--- src/rtl/cache_pkg.sv ---
// Shared types and widths for the victim write-back buffer.
// Line geometry lives here so the entry struct and the address builder agree
// with the port widths of every module that imports this package.
package cache_pkg;

    localparam int WORD_WID = 64;
    localparam int IDX_WID  = 10;
    localparam int TAG_WID  = 19;
    localparam int ADDR_WID = 32;
    localparam int OFF_WID  = $clog2(WORD_WID / 8);

    // One buffered victim line: enough to rebuild its address and write it back.
    typedef struct packed {
        logic [TAG_WID-1:0]  tag;
        logic [IDX_WID-1:0]  idx;
        logic [WORD_WID-1:0] data;
    } wb_entry_t;

    // Memory-side handshake sequencer states.
    typedef enum logic [1:0] {
        IDLE = 2'd0,
        REQ  = 2'd1,
        GAP  = 2'd2
    } wb_state_e;

    // Line-aligned byte address: {tag, idx, zero byte offset}.
    function automatic logic [ADDR_WID-1:0] build_addr(input logic [TAG_WID-1:0] tag,
                                                       input logic [IDX_WID-1:0] idx);
        return {tag, idx, {OFF_WID{1'b0}}};
    endfunction

endpackage

--- src/rtl/wb_fifo.sv ---
// Victim line storage: circular buffer with occupancy count and, when
// VICTIM_WB_FORWARD_EN is defined, a parallel tag/index match used to forward
// buffered data. Without the macro the forwarding outputs are tied to zero.
module wb_fifo
    import cache_pkg::*;
#(
    parameter int DEPTH = 4
) (
    input  logic                 clk,
    input  logic                 rst_n,
    input  logic                 push,
    input  logic                 pop,
    input  wb_entry_t            push_entry,
    input  logic [IDX_WID-1:0]   lookup_idx,
    input  logic [TAG_WID-1:0]   lookup_tag,
    output wb_entry_t            head,
    output logic                 full,
    output logic                 empty,
    output logic                 fwd_hit,
    output logic [WORD_WID-1:0]  fwd_data
);

    localparam int PTR_W = $clog2(DEPTH);
    localparam int CNT_W = PTR_W + 1;

    wb_entry_t          mem [DEPTH];
    logic [PTR_W-1:0]   wr_ptr;
    logic [PTR_W-1:0]   rd_ptr;
    logic [CNT_W-1:0]   count;
    logic               do_push;
    logic               do_pop;

    // Full comes from the registered count, so a pop never frees a slot for a push in the same cycle.
    assign full    = (count == CNT_W'(DEPTH));
    assign empty   = (count == '0);
    assign do_push = push & ~full;
    assign do_pop  = pop & ~empty;
    assign head    = mem[rd_ptr];

    // Entry payload needs no reset; validity is tracked by the count alone.
    always_ff @(posedge clk) begin
        if (do_push) begin
            mem[wr_ptr] <= push_entry;
        end
    end

    // Pointers wrap naturally because DEPTH is a power of two.
    always_ff @(posedge clk or negedge rst_n) begin
        if (!rst_n) begin
            wr_ptr <= '0;
            rd_ptr <= '0;
            count  <= '0;
        end else begin
            if (do_push) begin
                wr_ptr <= wr_ptr + PTR_W'(1);
            end
            if (do_pop) begin
                rd_ptr <= rd_ptr + PTR_W'(1);
            end
            case ({do_push, do_pop})
                2'b10:   count <= count + CNT_W'(1);
                2'b01:   count <= count - CNT_W'(1);
                default: count <= count;
            endcase
        end
    end

`ifdef VICTIM_WB_FORWARD_EN
    logic [PTR_W-1:0] slot;

    // Scan oldest to youngest so the youngest matching entry overrides older ones.
    always_comb begin
        fwd_hit  = 1'b0;
        fwd_data = '0;
        slot     = '0;
        for (int i = 0; i < DEPTH; i++) begin
            slot = rd_ptr + PTR_W'(i);
            if ((CNT_W'(i) < count) &&
                (mem[slot].tag == lookup_tag) &&
                (mem[slot].idx == lookup_idx)) begin
                fwd_hit  = 1'b1;
                fwd_data = mem[slot].data;
            end
        end
    end
`else
    logic unused_lookup;

    assign fwd_hit       = 1'b0;
    assign fwd_data      = '0;
    assign unused_lookup = ^{lookup_idx, lookup_tag};
`endif

endmodule

--- src/rtl/victim_writeback_buffer.sv ---
// Victim write-back buffer: captures dirty evicted lines, drops clean ones and
// drains them to memory over a req/ack handshake with a one-cycle gap between
// writes. Optional forwarding of buffered data is enabled by VICTIM_WB_FORWARD_EN.
module victim_writeback_buffer
    import cache_pkg::*;
#(
    parameter int DEPTH = 4
) (
    input  logic                 clk_i,
    input  logic                 rst_ni,
    input  logic                 evict_valid_i,
    input  logic                 evict_dirty_i,
    input  logic [IDX_WID-1:0]   evict_idx_i,
    input  logic [TAG_WID-1:0]   evict_tag_i,
    input  logic [WORD_WID-1:0]  evict_data_i,
    output logic                 full_o,
    output logic                 mem_req_o,
    output logic [ADDR_WID-1:0]  mem_addr_o,
    output logic [WORD_WID-1:0]  mem_data_o,
    input  logic                 mem_ack_i,
    input  logic [IDX_WID-1:0]   lookup_idx_i,
    input  logic [TAG_WID-1:0]   lookup_tag_i,
    output logic                 fwd_hit_o,
    output logic [WORD_WID-1:0]  fwd_data_o
);

    wb_state_e  state;
    wb_entry_t  push_entry;
    wb_entry_t  head;
    logic       push;
    logic       pop;
    logic       empty;

    // Clean victims never enter the buffer; the FIFO itself refuses pushes when full.
    assign push       = evict_valid_i & evict_dirty_i;
    assign pop        = (state == REQ) & mem_ack_i;
    assign push_entry = '{tag: evict_tag_i, idx: evict_idx_i, data: evict_data_i};

    wb_fifo #(
        .DEPTH (DEPTH)
    ) u_fifo (
        .clk        (clk_i),
        .rst_n      (rst_ni),
        .push       (push),
        .pop        (pop),
        .push_entry (push_entry),
        .lookup_idx (lookup_idx_i),
        .lookup_tag (lookup_tag_i),
        .head       (head),
        .full       (full_o),
        .empty      (empty),
        .fwd_hit    (fwd_hit_o),
        .fwd_data   (fwd_data_o)
    );

    // Memory-side sequencer: latch head into the request registers, hold until ack, then idle one cycle.
    always_ff @(posedge clk_i or negedge rst_ni) begin
        if (!rst_ni) begin
            state      <= IDLE;
            mem_req_o  <= 1'b0;
            mem_addr_o <= '0;
            mem_data_o <= '0;
        end else begin
            case (state)
                IDLE: begin
                    if (!empty) begin
                        mem_addr_o <= build_addr(head.tag, head.idx);
                        mem_data_o <= head.data;
                        mem_req_o  <= 1'b1;
                        state      <= REQ;
                    end
                end
                REQ: begin
                    if (mem_ack_i) begin
                        mem_req_o <= 1'b0;
                        state     <= GAP;
                    end
                end
                GAP: begin
                    state <= IDLE;
                end
                default: begin
                    mem_req_o <= 1'b0;
                    state     <= IDLE;
                end
            endcase
        end
    end

endmodule

--- config.mk ---
export PLATFORM = sky130hd
export DESIGN_NAME = victim_writeback_buffer
export DESIGN_NICKNAME = d
export VERILOG_FILES = /design/src/rtl/cache_pkg.sv /design/src/rtl/wb_fifo.sv /design/src/rtl/victim_writeback_buffer.sv
export SDC_FILE = /design/constraint.sdc
export NUM_CORES = 1
export LEC_CHECK = 0
export CAP_MARGIN = 10
export CORE_MARGIN = 2
export CORE_UTILIZATION = 55
export CTS_BUF_LIST = sky130_fd_sc_hd__clkbuf_16
export CTS_CLUSTER_DIAMETER = 120
export DETAILED_ROUTE_END_ITERATION = 10
export PLACE_DENSITY_LB_ADDON = 0.05
export SYNTH_ARGS = -nofsm -noshare
export SYNTH_HDL_FRONTEND = slang
export SYNTH_SLANG_ARGS = --single-unit
--- constraint.sdc ---
create_clock -name clk_i -period 5.6 [get_ports clk_i]
set_clock_uncertainty 0.1 [all_clocks]
set_input_delay 1.12 -clock clk_i [delete_from_list [all_inputs] [get_ports clk_i]]
set_output_delay 1.12 -clock clk_i [all_outputs]
set_load 0.03 [all_outputs]
==> out/results.env <==
OUTCOME='completed'
DIE-HEIGHT_UM=185
CRITICAL_PATH.STARTPOINT='u_fifo.count[0]'
GRT-OVFL-TOTAL=0
LAYOUT.CELLS.MOST_COMMON_LIST='edfxtp_1 (372), clkdlybuf4s50_1 (191), dfrtp_1 (101)'
STDCELL_COUNT=1504
SYNTH_AREA_IN_ADDERS=0.00457
ROOT_BUFFER='clkbuf_16'
CLKSINKCOUNT=475
FIRST_PASS_GRT_WIRE_LENGTH_UM=50800
ROUTED-VIA-COUNT=8067
GRT_ANTENNA_BEFORE_REPAIR=4
TIMING.HOLD.WORST.CLASS='reg2reg'
YS_SEQ_ELEMENTS=475
FIN_SETUP_TNS_PS=0
MAIN_COMBINATIONAL_CELL_FAMILY_BY_AREA_AFTER_SYNTHESIS='multiplexers'
PLACED_CELLS_INCL_TAPS=1412
FIRSTDRTPASSITERS=4
MIN_TO='mem_data_o[18]'
ANTENNA_CELLS_INSERTED=0
CLOCK_INSERTION_DELAY_WORST_SKEW_PS=540
SETUP.WORST_PATH.END_CLASS='output port'
PLACEMENT_ROWS=66
GLOBALPLACE.CONGESTION=0.723
WORSTPATHREQUIRED_PS=4380
AREA_GROWTH_PCT=20.7
MOSTFREQUENTLAYOUTCELL='edfxtp_1'
LAYOUT-DRIVE-GT1-SHARE=0.260
SYN-INSTANCE-COUNT=798
CRITICALPATHCATEGORY='reg2out'
FP.COREAREA_UM2=32500
PORT_BUFFERS=192
ENDPOINT_OF_THE_WORST_REGISTER_TO_REGISTER_PATH='u_fifo.mem[1][61]'
FLOORPLAN.DIE_AREA_UM2=34300
TIGHTEST_SLEW_PS=1050
ANT_NETS=0
REGISTER_AREA_UM2=13800
INITIALDRTVIOLATIONCOUNT=430
SLEW_HEADROOM=0.296
VIAS_PER_CELL=5.36
POSTCTSHOLDBUFS=0
SYNTH_COMPOUND_AREA_FRAC=0.000692
NUMBER_OF_GLOBAL_ROUTE_VIAS_BEFORE_REPAIR=8847
RRSETUPSLACK_PS=2770
SYNTH.CELL_AREA_UM2=18100
LEAKAGEPOWER_nW=7.73
MIN_PERIOD_PS=3370
CLOCK_TRANSITION_AT_THE_REGISTER_CLOCK_PINS_ON_THE_WORST_SETUP_AND_HOLD_PATHS_AFTER_CTS_PS=60
WORST_EP_ARRIVAL_TIME_PS=2150
MIN-DELAY-START='mem_data_o[18]'
WORSTREGTOREGCELLS=4
VDD_DROP_MAX_V=0.000347
HTREEDEPTH=2
DIE_W_UM=185
MAX_CLOCK_FREQ_GHz=0.297
CLOCK_PATH_BUFFERS=3
WORST_HOLD_PATH.NUM_CELLS=1
FINALSETUPVIOLATIONS=0
INITIAL_UTIL=0.557
GRT_SETUP_UNREPAIRED='no'
FINAL_MAX_SLEW_VIOL_COUNT=0
YOSYSSEQAREASHARE=0.761
CTS_TREE='yes'
CTS_MADE_BUFFERS=49
CTS.REPAIR.RESIZED=0
FINALHOLDVIOLATIONS=0
WORSTSETUPSTARTPOINTTYPE='flip-flop'
CRITPATHMAXFANOUT=4
WL_PER_CELL_UM=22.1
IO_PINS=290
POST_SYNTH_AND_OR_NAND_NOR_AREA_FRACTION=0.00533
NUMBER_OF_BUFFERS_INSERTED_BY_POST_CTS_SETUP_REPAIR=0
MAXIMUM_NUMBER_OF_PINS_ON_ONE_NET_BEFORE_GLOBAL_ROUTE_REPAIR=60
GRT_UTIL_ALL_LAYERS=0.199
HPWLAFTERDP_UM=19300
SYNTHESIS.AREA_PER_INSTANCE_UM2=22.6
REG2REG_FROM='u_fifo.count[2]'
SHARE_OF_THE_SYNTHESIZED_NETLIST_AREA_TAKEN_BY_XOR_AND_XNOR_GATES=0.00291
SYNTH.AREA.MUX_SHARE=0.185
NUM-NETS-FINAL=1154
CELLPOWERDENSITY_nW_PER_UM2=559
SYNTH.YOSYS.WARNINGS=0
AREA_OF_THE_MULTI_INPUT_GATES_UM2=3860
YOSYS.CELL_TYPES.COUNT=29
TIMING.FINAL.CRIT_SHARE=0.602
NUMBER_OF_MAX_CAP_VIOLATIONS=0
FINAL_WIRELENGTH_UM=33200
N_FILL_CELL=2136
COUNT_OF_UNRESOLVED_DRC_VIOLATIONS_AFTER_ROUTING=0
==> power by group <==
group | switching [W] | internal [W] | leakage, nW
combinational | 0.00195 | 0.00211 | 2.34
sequential | 0.000487 | 0.00454 | 4.58
clock | 0.00127 | 0.00183 | 0.814
==> layer usage <==
layer / track usage / vias up / wire [um]
met5: 0 / - / 53
met4: 0.0473 / 8 / 495
met3: 0.0551 / 51 / 2430
met2: 0.335 / 241 / 16900
met1: 0.260 / 4266 / 13400
li1: - / 3501 / -
==> worst max-delay path, stage by stage, from the launching register on <==
cell             delay [ps]
dfrtp_1                 430
nor3b_1                 420
clkdlybuf4s50_1         770
==> kinds of logic after synthesis <==
family | count (synthesis)
muxes | 188
DFF | 475
other | 1
and+or+nand+nor | 15
xor gates and xnor gates | 6
AOI/OAI and AO/OA | 2
adders and majority gates | 6
buffers and inverters | 105
==> flip-flops by register name (all words and copies together) (netlist names) <==
register / count
u_fifo.rd_ptr: 2
u_fifo.count: 3
mem_data_o: 64
mem_addr_o: 29
u_fifo.mem: 372
u_fifo.wr_ptr: 2
state: 2
mem_req_o: 1
==> how the worst max path moves through the flow <==
stage | end | cells after the start
final | full_o | 2
after global routing | u_fifo.mem[1][60] | 5
after CTS | full_o | 2
after detailed placement | u_fifo.mem[1][52] | 5
after global placement | u_fifo.mem[1][66] | 5
after floorplan | u_fifo.mem[0][0] | 3
==> through the flow <==
step | worst slack (ps) | util | hold WS [ps] | cell area [um2] | power (W)
floorplan | 1400 | - | 356 | 18300 | 0.00790
global placement | 1750 | 0.624 | 375 | 20200 | 0.00911
detailed placement | 1700 | 0.624 | 395 | 20200 | 0.00922
CTS | 2220 | 0.672 | 409 | 21800 | 0.0123
global route | 2140 | 0.672 | 421 | 21800 | 0.0127
finish | 2230 | 0.672 | 406 | 21800 | 0.0122
==> area by class of cell <==
cell class | count | area share
well taps | 442 | 0.0254
multi-input cells | 285 | 0.177
inverters | 6 | 0.00103
repair buffers | 204 | 0.0944
clock inverters | 41 | 0.0132
flip-flops and latches | 475 | 0.631
clock buffers | 51 | 0.0585
==> cell usage after synthesis <==
cell type	n	share of area
clkbuf_1	8	0.0017
nor3_2	1	0.00055
and3b_1	2	0.00097
buf_1	3	0.00062
or2_2	1	0.00035
nand2_1	1	0.00021
o21ai_0	1	0.00028
mux4_2	93	0.12
ha_1	5	0.0035
and2_1	4	0.0014
fa_1	1	0.0011
nor2b_1	1	0.00035
inv_1	6	0.0012
edfxtp_1	372	0.62
buf_2	8	0.0022
xnor2_1	2	0.00097
o21a_1	1	0.00042
buf_4	73	0.030
mux2_2	46	0.029
conb_1	1	0.00021
mux2_4	48	0.040
nor3_1	1	0.00028
buf_8	1	0.00083
nor2_1	2	0.00042
mux2i_1	1	0.00055
dfrtp_1	103	0.14
xor2_1	4	0.0019
nor3b_1	2	0.00083
buf_6	6	0.0037
Power figures use the tool's default switching activity.
